File: config.mk
export PLATFORM = sky130hd
export DESIGN_NAME = clock_divider_nch
export DESIGN_NICKNAME = d
export VERILOG_FILES = /design/src/rtl/clock_divider_nch.sv
export SDC_FILE = /design/constraint.sdc
export NUM_CORES = 1
export LEC_CHECK = 0
export BUFFER_PORTS_ARGS = -buffer_cell sky130_fd_sc_hd__buf_2
export CORE_ASPECT_RATIO = 1.25
export CORE_MARGIN = 2
export CORE_UTILIZATION = 60
export CTS_BUF_LIST = sky130_fd_sc_hd__clkbuf_2 sky130_fd_sc_hd__clkbuf_4 sky130_fd_sc_hd__clkbuf_8
export DETAILED_ROUTE_END_ITERATION = 12
export PLACE_DENSITY = 0.78
export SYNTH_ARGS = -nofsm -noshare
export SYNTH_HDL_FRONTEND = slang
export SYNTH_SLANG_ARGS = --single-unit
File: constraint.sdc
create_clock -name clock_in -period 9.3 [get_ports clock_in]
set_clock_uncertainty 0.05 [all_clocks]
set_input_delay 1.395 -clock clock_in [delete_from_list [all_inputs] [get_ports clock_in]]
set_output_delay 1.395 -clock clock_in [all_outputs]
set_load 0.02 [all_outputs]
File: src/rtl/clock_divider_nch.sv
// rtl/clock_divider_nch.sv - CHANNELS independent divide-by-N clocks with end-of-period ticks
// Optional sync phase alignment is compiled in with `define CLKDIV_PHASE_ALIGN_EN.
module clock_divider_nch #(
    parameter int WIDTH     = 28,
    parameter int CHANNELS  = 4,
    parameter int RESET_DIV = 4
) (
    input  logic                      clock_in,
    input  logic                      rst,
    input  logic [CHANNELS-1:0]       enable,
    input  logic [CHANNELS*WIDTH-1:0] divisor,
    input  logic [CHANNELS-1:0]       load,
    input  logic                      sync,
    output logic [CHANNELS-1:0]       clock_out,
    output logic [CHANNELS-1:0]       tick
);

    localparam logic [WIDTH-1:0] ONE   = WIDTH'(1);
    localparam logic [WIDTH-1:0] TWO   = WIDTH'(2);
    localparam logic [WIDTH-1:0] RST_D = WIDTH'(RESET_DIV);

    logic [WIDTH-1:0]    cnt_q [CHANNELS];
    logic [WIDTH-1:0]    cnt_n [CHANNELS];
    logic [WIDTH-1:0]    d_q   [CHANNELS];
    logic [WIDTH-1:0]    d_n   [CHANNELS];
    logic [WIDTH-1:0]    p_q   [CHANNELS];
    logic [WIDTH-1:0]    p_n   [CHANNELS];
    logic [CHANNELS-1:0] pv_q;
    logic [CHANNELS-1:0] pv_n;
    logic [CHANNELS-1:0] clock_n;
    logic [CHANNELS-1:0] tick_n;
    logic                sync_act;

`ifdef CLKDIV_PHASE_ALIGN_EN
    assign sync_act = sync;
`else
    logic unused_sync;
    assign unused_sync = sync;
    assign sync_act    = 1'b0;
`endif

    always_comb begin
        pv_n    = pv_q;
        clock_n = '0;
        tick_n  = '0;
        for (int i = 0; i < CHANNELS; i++) begin
            logic [WIDTH-1:0] slice;
            logic             restart;
            slice    = divisor[i*WIDTH +: WIDTH];
            cnt_n[i] = cnt_q[i];
            d_n[i]   = d_q[i];
            p_n[i]   = p_q[i];
            restart  = !enable[i] || sync_act || (d_q[i] < TWO) || (cnt_q[i] == d_q[i] - ONE);
            if (rst) begin
                cnt_n[i] = '0;
                d_n[i]   = RST_D;
                pv_n[i]  = 1'b0;
            end else if (restart) begin
                // Period boundary (or stopped): a same-cycle load beats the older pending value.
                cnt_n[i] = '0;
                pv_n[i]  = 1'b0;
                if (load[i]) begin
                    d_n[i] = slice;
                end else if (pv_q[i]) begin
                    d_n[i] = p_q[i];
                end
            end else begin
                cnt_n[i] = cnt_q[i] + ONE;
                if (load[i]) begin
                    p_n[i]  = slice;
                    pv_n[i] = 1'b1;
                end
            end
            // Outputs are decoded from next state so the flops reflect the counter in the same cycle.
            clock_n[i] = (d_n[i] >= TWO) && (cnt_n[i] >= (d_n[i] >> 1));
            tick_n[i]  = (d_n[i] >= TWO) && (cnt_n[i] == d_n[i] - ONE);
        end
    end

    always_ff @(posedge clock_in) begin
        cnt_q     <= cnt_n;
        d_q       <= d_n;
        p_q       <= p_n;
        pv_q      <= pv_n;
        clock_out <= clock_n;
        tick      <= tick_n;
    end

endmodule

==> impl_metrics.tcl, run 1 <==
set metrics [dict create \
    status "finished, final reports clean" \
    timing.fmax_ghz 0.1358 \
    global_route.overflow_total 0 \
    worst-endpoint-arrival_ns 7.87 \
    detailroute.via_count 26575 \
    final-instance-count-excl-fill 4068 \
    totalWireLength_mm 88.99 \
    netlist-cell-type-count 105 \
    net_count_after_synthesis 3676 \
    clock_latency_on_the_worst_skew_pair_ns 0.70 \
    post-cts-setup-buffer-count 0 \
    setup-violations-final 0 \
    grt_use_total_pct 36.47 \
    power.switching_fraction_pct 32.85 \
    rows 87 \
    cts_root_buffer "sky130_fd_sc_hd__clkbuf_8" \
    die_y_um 243.9 \
    synth_largest_type_area_fraction_pct 17.10 \
    globalplace.congestion 1.001 \
    worst_pin_slew_ns 1.183 \
    finalCriticalPeriod_ns 7.366 \
    clk_pin_slew_ns 0.07 \
    finalInstanceArea_um2 29730 \
    clockBufferDepth 3 \
    synthesis.yosys.warnings 0 \
    ys_async_sr_fraction_pct 0 \
    die_x_um 195.9 \
    effective_utilization_at_floorplan_pct 61.01 \
    synth.top_cells.by_area "sky130_fd_sc_hd__dfxtp_1, sky130_fd_sc_hd__edfxtp_1, sky130_fd_sc_hd__xnor2_1, sky130_fd_sc_hd__ha_1, sky130_fd_sc_hd__nor2_1" \
    power.combinational.fraction_pct 22.6 \
    synth.top_cells.by_count "sky130_fd_sc_hd__nor2_1, sky130_fd_sc_hd__dfxtp_1, sky130_fd_sc_hd__nand2_1, sky130_fd_sc_hd__a21oi_1, sky130_fd_sc_hd__xnor2_1" \
    avgViaCountPerCell 6.533 \
    pwr_density_cell_nw_per_um2 140.3 \
    cts_made_buffers 58 \
    power.clock.fraction_pct 36.4 \
    fin_util_pct 65.64 \
    synthMostInstantiatedCell "sky130_fd_sc_hd__nor2_1" \
    syn-mean-instance-area_um2 8.057 \
    crit_path_max_fanout 38 \
    synth_largest_area_cell "sky130_fd_sc_hd__dfxtp_1" \
    number_of_antenna_violations_at_the_first_check_in_global_routing 4 \
    switching_power_w 0.001370 \
    seqPwrFrac_pct 41.0 \
    power.static_leakage_nw 11.81 \
    placedInstanceArea_um2 28460 \
    worstPathRequired_ns 9.81 \
    met3WireLength_mm 6.345 \
    cts_resized 0 \
    dr.first_iter.drc_count 1960 \
    ir_worst_vdd_v 0.0001519 \
    placement.io_buffers 129 \
    post_cts_hold_buffer_count 0 \
    post_drt_wl_per_cell_um 21.88 \
    topRoutingLayerUsed "met5" \
    synth_seq_area_share_pct 29.27 \
    final.hold.worst_slack_ns 0.5425 \
    grt_first_pass_wirelength_mm 139.6 \
    final_layout_size_suffix_gt1_share_pct 11.24 \
    setup.worst_path.end_class "register" \
    cts_tree "yes" \
    timing.final.hold_violations 0 \
    drtAntennaViolNets 0 \
    pin_count_of_the_biggest_net_entering_global_routing 71 \
    critical_path.startpoint "d_q[44]" \
    design.final.nets 3687 \
    worstSetupPathType "register to register" \
    via_count_of_the_first_global_routing_pass 26109 \
    synth-main-ff-cell "sky130_fd_sc_hd__dfxtp_1" \
    areaGrowthSynthToFinish_pct 7.595 \
    synthCells 3429 \
    worstHoldPathType "register to register" \
    fin_tns_setup_ns 0 \
    tritoncts_num_sinks 348 \
    rsz0062_at_grt "no" \
    dp_hpwl_mm 65.62 \
    max_cap_viol_count 0 \
    clock_tree.htree_level_count 2 \
    internal-power_w 0.002802 \
    synth_enable_flop_cells 112 \
    io-pin-count 131 \
    maxSlewHeadroom_pct 20.63 \
    detailedRoute.firstPassIterationCount 6 \
    syn_std_cell_area_um2 27630 \
    min-delay-start "cnt_q[111]" \
    floorplan.die_area_um2 47790 \
    r2r_start "d_q[44]" \
    layout.filler_cells 3870 \
    detail_route.wirelength.met1_mm 34.29 \
    synth_seq_cells 348 \
    final.period_utilization_pct 79.21 \
    drc 0 \
    core_region_area_um2 45280 \
    critical_path.startpoint_type "register" \
    placedCellCount 3958 \
    max_slew_violation_total_from_the_final_report 0 \
    met2RoutedLength_mm 42.66 \
]
-- layout make-up --
class | instances | area [um2] | share of cell area [%]
Tap cell | 578 | 723.2 | 2.433
Clock buffer | 87 | 1091 | 3.670
Timing Repair Buffer | 164 | 914.6 | 3.077
Multi-Input combinational cell | 2702 | 18110 | 60.91
Sequential cell | 348 | 8088 | 27.21
Inverter | 166 | 624.3 | 2.100
Clock inverter | 22 | 175.2 | 0.5893
Antenna cell | 1 | 2.502 | 0.008418
-- per-layer routing --
layer | track usage (%) | up-vias
met5 | 0 | -
met4 | 21.12 | 6
met3 | 5.842 | 341
met2 | 63.31 | 1207
met1 | 42.52 | 12605
li1 | - | 12416
-- registers in the layout (all words and copies together), names as in the netlist --
name       cells
cnt_q        112
d_q          112
p_q          112
clock_out      4
pv_q           4
tick           4
-- stage by stage --
stage	total power, W	worst slack, ns
after floorplan	0.002378	2.566
after global placement	0.002632	2.310
after detailed placement	0.002654	2.112
after CTS	0.004169	2.104
after global routing	0.004337	1.447
final	0.004172	1.934
-- cells in the final DEF (no fill, tap or decap), types with 24 or more instances in the layout --
cell                       instances
sky130_fd_sc_hd__or4_1            29
sky130_fd_sc_hd__nand4_1          66
sky130_fd_sc_hd__o211ai_1         26
sky130_fd_sc_hd__or2_2            51
sky130_fd_sc_hd__ha_1            124
sky130_fd_sc_hd__nand2_1         221
sky130_fd_sc_hd__o21ai_0         128
sky130_fd_sc_hd__o22ai_1          39
sky130_fd_sc_hd__nor4_1           43
sky130_fd_sc_hd__buf_2           128
sky130_fd_sc_hd__a31oi_1          24
sky130_fd_sc_hd__o21a_1           30
sky130_fd_sc_hd__clkbuf_8         70
sky130_fd_sc_hd__nand3_1         114
sky130_fd_sc_hd__or3_1            42
sky130_fd_sc_hd__dfxtp_1         236
sky130_fd_sc_hd__a211oi_1         33
sky130_fd_sc_hd__and3_1           52
sky130_fd_sc_hd__xor2_1          157
sky130_fd_sc_hd__mux2i_1         118
sky130_fd_sc_hd__nor2_1          388
sky130_fd_sc_hd__buf_4            35
sky130_fd_sc_hd__nor3_1          100
sky130_fd_sc_hd__nor2b_1          42
sky130_fd_sc_hd__a21o_1           51
sky130_fd_sc_hd__inv_1           162
sky130_fd_sc_hd__nand2b_1         33
sky130_fd_sc_hd__a21oi_1         205
sky130_fd_sc_hd__edfxtp_1        112
sky130_fd_sc_hd__xnor2_1         206
-- power groups by stage --
stage                     sequential (W)  combinational [W]  clock, W
after floorplan                  0.00168           0.000700         0
after global placement           0.00174           0.000894         0
after detailed placement         0.00174           0.000914         0
after CTS                        0.00171           0.000921   0.00154
after global routing             0.00172            0.00102   0.00160
final                            0.00171           0.000942   0.00152
-- logic make-up after synthesis --
family	after synthesis	synth area share (%)
AND/OR/NAND/NOR	1331	25.14
flip-flops	348	29.27
XOR/XNOR	365	11.67
multiplexers	133	4.887
AO/OA/AOI/OAI	749	18.08
buffers and inverters	379	5.330
adder cells (fa/ha/maj)	124	5.616
-- critical path: stages (launching register included) --
cell and delay, ns:
sky130_fd_sc_hd__dfxtp_1 0.43, sky130_fd_sc_hd__nor4_2 0.65, sky130_fd_sc_hd__nand4b_1 0.36, sky130_fd_sc_hd__or4_1 0.60
sky130_fd_sc_hd__a21oi_1 0.16, sky130_fd_sc_hd__o2111ai_1 0.27, sky130_fd_sc_hd__nor4_4 0.78, sky130_fd_sc_hd__nor2_2 0.25
sky130_fd_sc_hd__buf_4 0.34, sky130_fd_sc_hd__a2111oi_0 0.92, sky130_fd_sc_hd__ha_1 0.39, sky130_fd_sc_hd__a21o_1 0.16
sky130_fd_sc_hd__a21o_1 0.17, sky130_fd_sc_hd__a21o_1 0.18, sky130_fd_sc_hd__a21oi_1 0.20, sky130_fd_sc_hd__nor2b_1 0.06
sky130_fd_sc_hd__o21ai_0 0.15, sky130_fd_sc_hd__nand2b_1 0.10, sky130_fd_sc_hd__a21oi_1 0.14, sky130_fd_sc_hd__o21ai_0 0.12
sky130_fd_sc_hd__a21oi_1 0.25, sky130_fd_sc_hd__nor3_1 0.11, sky130_fd_sc_hd__o211ai_1 0.26, sky130_fd_sc_hd__a21oi_1 0.10
-- path summary, 6_finish.rpt --
path / to / slack (ns) / depth (start not counted)
worst min-delay path: cnt_q[111] / 0.54 / 2
worst max register to register: clock_out[2] / 1.93 / 23
worst min register to register: cnt_q[111] / 0.54 / 2
worst max-delay path: clock_out[2] / 1.93 / 23
Note: power is estimated with default switching activity, not from simulation.
==> inputs of run 2 (changes only) <==
--- a/config.mk
+++ b/config.mk
@@ -8,10 +8,10 @@
 export BUFFER_PORTS_ARGS = -buffer_cell sky130_fd_sc_hd__buf_2
 export CORE_ASPECT_RATIO = 1.25
 export CORE_MARGIN = 2
-export CORE_UTILIZATION = 60
+export CORE_UTILIZATION = 59
 export CTS_BUF_LIST = sky130_fd_sc_hd__clkbuf_2 sky130_fd_sc_hd__clkbuf_4 sky130_fd_sc_hd__clkbuf_8
 export DETAILED_ROUTE_END_ITERATION = 12
-export PLACE_DENSITY = 0.78
+export PLACE_DENSITY = 0.8
 export SYNTH_ARGS = -nofsm -noshare
 export SYNTH_HDL_FRONTEND = slang
 export SYNTH_SLANG_ARGS = --single-unit
==> constraint.sdc (replaced) <==
create_clock -name clock_in -period 6.4 [get_ports clock_in]
set_clock_uncertainty 0.05 [all_clocks]
set_input_delay 0.96 -clock clock_in [delete_from_list [all_inputs] [get_ports clock_in]]
set_output_delay 0.96 -clock clock_in [all_outputs]
set_load 0.02 [all_outputs]
==> run 2 against run 1 <==
Power is 51% higher; sequential cell count did not move; global-route usage increased by 0.81 points; routed wire length grew 3.0%; worst hold slack lost 0.15 ns; cell count rose by 3.5%; register-to-register slack got worse by 1.7 ns; critical endpoint is now clock_out[3]; largest cell class unchanged; largest power group unchanged.
==> impl_metrics.tcl, run 2 (same netlist as run 1, synthesis figures left out) <==
set metrics [dict create \
    maxSlewHeadroom_pct 22.80 \
    finalCriticalPeriod_ns 6.144 \
    dp_hpwl_mm 70.13 \
    cts_made_buffers 59 \
    dr.first_iter.drc_count 2318 \
    clock_tree.htree_level_count 2 \
    io-pin-count 131 \
    critical_path.startpoint "d_q[14]" \
    tritoncts_num_sinks 348 \
    grt_use_total_pct 37.29 \
    grt_use_met1_pct 44.68 \
    clk_pin_slew_ns 0.06 \
    finalInstanceArea_um2 30920 \
    reg_top3 "cnt_q (112), d_q (112), p_q (112)" \
    global_route.overflow_total 0 \
    clockBufferDepth 3 \
    setup.worst_path.end_class "register" \
    power.static_leakage_nw 12.52 \
    rows 88 \
    ir_worst_vdd_v 0.0001921 \
    floorplan.die_area_um2 48580 \
    worstHoldPathType "input port to register" \
    internal-power_w 0.004271 \
    worst-endpoint-arrival_ns 6.66 \
    avgViaCountPerCell 6.493 \
    final_layout_size_suffix_gt1_share_pct 14.83 \
    detailroute.via_count 27336 \
    drtAntennaViolNets 0 \
    drc 0 \
    power.clock.fraction_pct 37.2 \
    fin_tns_setup_ns 0 \
    min-delay-start "divisor[104]" \
    layout.cells.most_common "sky130_fd_sc_hd__nor2_1" \
    timing.fmax_ghz 0.1628 \
    timing.final.hold_violations 0 \
    pin_count_of_the_biggest_net_entering_global_routing 55 \
    die_y_um 245.9 \
    number_of_antenna_violations_at_the_first_check_in_global_routing 8 \
    post_cts_hold_buffer_count 0 \
    power.switching_fraction_pct 32.32 \
    cts_root_buffer "sky130_fd_sc_hd__clkbuf_8" \
    worstPathRequired_ns 6.91 \
    max_slew_violation_total_from_the_final_report 0 \
    core_region_area_um2 46240 \
    seqPwrFrac_pct 39.0 \
    critical_path.startpoint_type "register" \
    use_met2_pct 62.17 \
    final.period_utilization_pct 96.00 \
    r2r_start "d_q[14]" \
    post_drt_wl_per_cell_um 21.77 \
    commonest_non_fill_non_tap_cells_in_the_layout "sky130_fd_sc_hd__nor2_1, sky130_fd_sc_hd__dfxtp_1, sky130_fd_sc_hd__nand2_1, sky130_fd_sc_hd__xnor2_1, sky130_fd_sc_hd__a21oi_1" \
    pwr_density_cell_nw_per_um2 204.1 \
    rsz0062_at_grt "no" \
    setup-violations-final 0 \
    r2r_slack_ns 0.26 \
    met3_routing_resource_usage_after_global_routing_pct 6.638 \
    busiest_layer "met2" \
    globalplace.congestion 1.021 \
    placedInstanceArea_um2 29460 \
    areaGrowthSynthToFinish_pct 11.92 \
    effective_utilization_at_floorplan_pct 59.74 \
    clock_latency_on_the_worst_skew_pair_ns 0.71 \
    via_count_of_the_first_global_routing_pass 26900 \
    placement.io_buffers 129 \
    power.combinational.fraction_pct 23.8 \
    crit_path_max_fanout 2 \
    worst_pin_slew_ns 1.143 \
    die_x_um 197.6 \
    worstSetupPathType "register to register" \
    totalWireLength_mm 91.64 \
    max_cap_viol_count 0 \
    detailedRoute.firstPassIterationCount 8 \
    cts_tree "yes" \
    switching_power_w 0.002040 \
    layout.filler_cells 3911 \
    design.final.nets 3818 \
    status "finished, final reports clean" \
    grt_first_pass_wirelength_mm 143.7 \
]
-- run 2: layer usage --
layer | share of wire (%) | wire (um) | up-vias
met5 | 0.070 | 64 | -
met4 | 6.5 | 5920 | 10
met3 | 8.4 | 7666 | 385
met2 | 46 | 42530 | 1430
met1 | 39 | 35470 | 12839
li1 | - | - | 12672
-- run 2: final timing paths --
| path | end | depth (start not counted) |
|---|---|---|
| max | clock_out[3] | 25 |
| min | p_q[20] | 1 |
| max reg2reg | clock_out[3] | 25 |
| min reg2reg | cnt_q[109] | 2 |
-- run 2: power groups by stage --
| stage | Sequential, W | Combinational [W] | Clock (W) |
|---|---|---|---|
| finish | 0.00246 | 0.00150 | 0.00235 |
| global route | 0.00247 | 0.00163 | 0.00246 |
| CTS | 0.00246 | 0.00146 | 0.00237 |
| detailed placement | 0.00250 | 0.00145 | 0 |
| global placement | 0.00250 | 0.00142 | 0 |
| floorplan | 0.00244 | 0.00102 | 0 |
-- run 2: final cells by class --
class,count,area (um2),area share (%)
antenna,3,7.507,0.02428
clock buffer,82,1028,3.326
clock inverter,30,322.8,1.044
inverter,166,624.3,2.019
multi-input combinational,2702,18220,58.93
sequential,348,8088,26.16
tap,585,732.0,2.367
timing repair buffer,294,1894,6.127
-- run 2: critical path, cell delays in order, from the launching register on --
cell and delay [ns]:
sky130_fd_sc_hd__dfxtp_1 0.31, sky130_fd_sc_hd__or4_4 0.55, sky130_fd_sc_hd__or4_1 0.48, sky130_fd_sc_hd__a21oi_1 0.15
sky130_fd_sc_hd__nand2_1 0.07, sky130_fd_sc_hd__a2111o_1 0.39, sky130_fd_sc_hd__or4_4 0.51, sky130_fd_sc_hd__o21ai_4 0.16
sky130_fd_sc_hd__nor2_1 0.05, sky130_fd_sc_hd__or4_1 0.50, sky130_fd_sc_hd__inv_1 0.10, sky130_fd_sc_hd__ha_1 0.22
sky130_fd_sc_hd__nand2b_1 0.14, sky130_fd_sc_hd__a21o_1 0.18, sky130_fd_sc_hd__a21o_1 0.17, sky130_fd_sc_hd__a21o_1 0.20
sky130_fd_sc_hd__a21o_1 0.18, sky130_fd_sc_hd__a21o_1 0.17, sky130_fd_sc_hd__a21o_1 0.17, sky130_fd_sc_hd__a21o_1 0.17
sky130_fd_sc_hd__a21o_1 0.18, sky130_fd_sc_hd__a21o_1 0.20, sky130_fd_sc_hd__a2111oi_4 0.34, sky130_fd_sc_hd__nor4b_4 0.11
sky130_fd_sc_hd__o21ai_1 0.15, sky130_fd_sc_hd__a21oi_1 0.08
-- run 2: metrics by stage --
step	utilization [%]	instances	setup slack [ns]	hold WS (ns)	power, W
floorplan	-	3429	0.01196	0.4620	0.003457
global placement	63.71	4095	0.1504	0.5287	0.003917
detailed placement	63.71	4095	0.09018	0.5397	0.003950
CTS	66.63	4207	0.05448	0.3567	0.006287
global route	66.86	4210	0.006036	0.3786	0.006553
finish	66.86	4210	0.2558	0.3933	0.006311
-- run 2: timing repair --
item                                    CTS  global route
endpoints found under the setup margin    0             5
endpoints found under the hold margin     0             0
resized for setup                         0            19
buffers inserted                          0             0
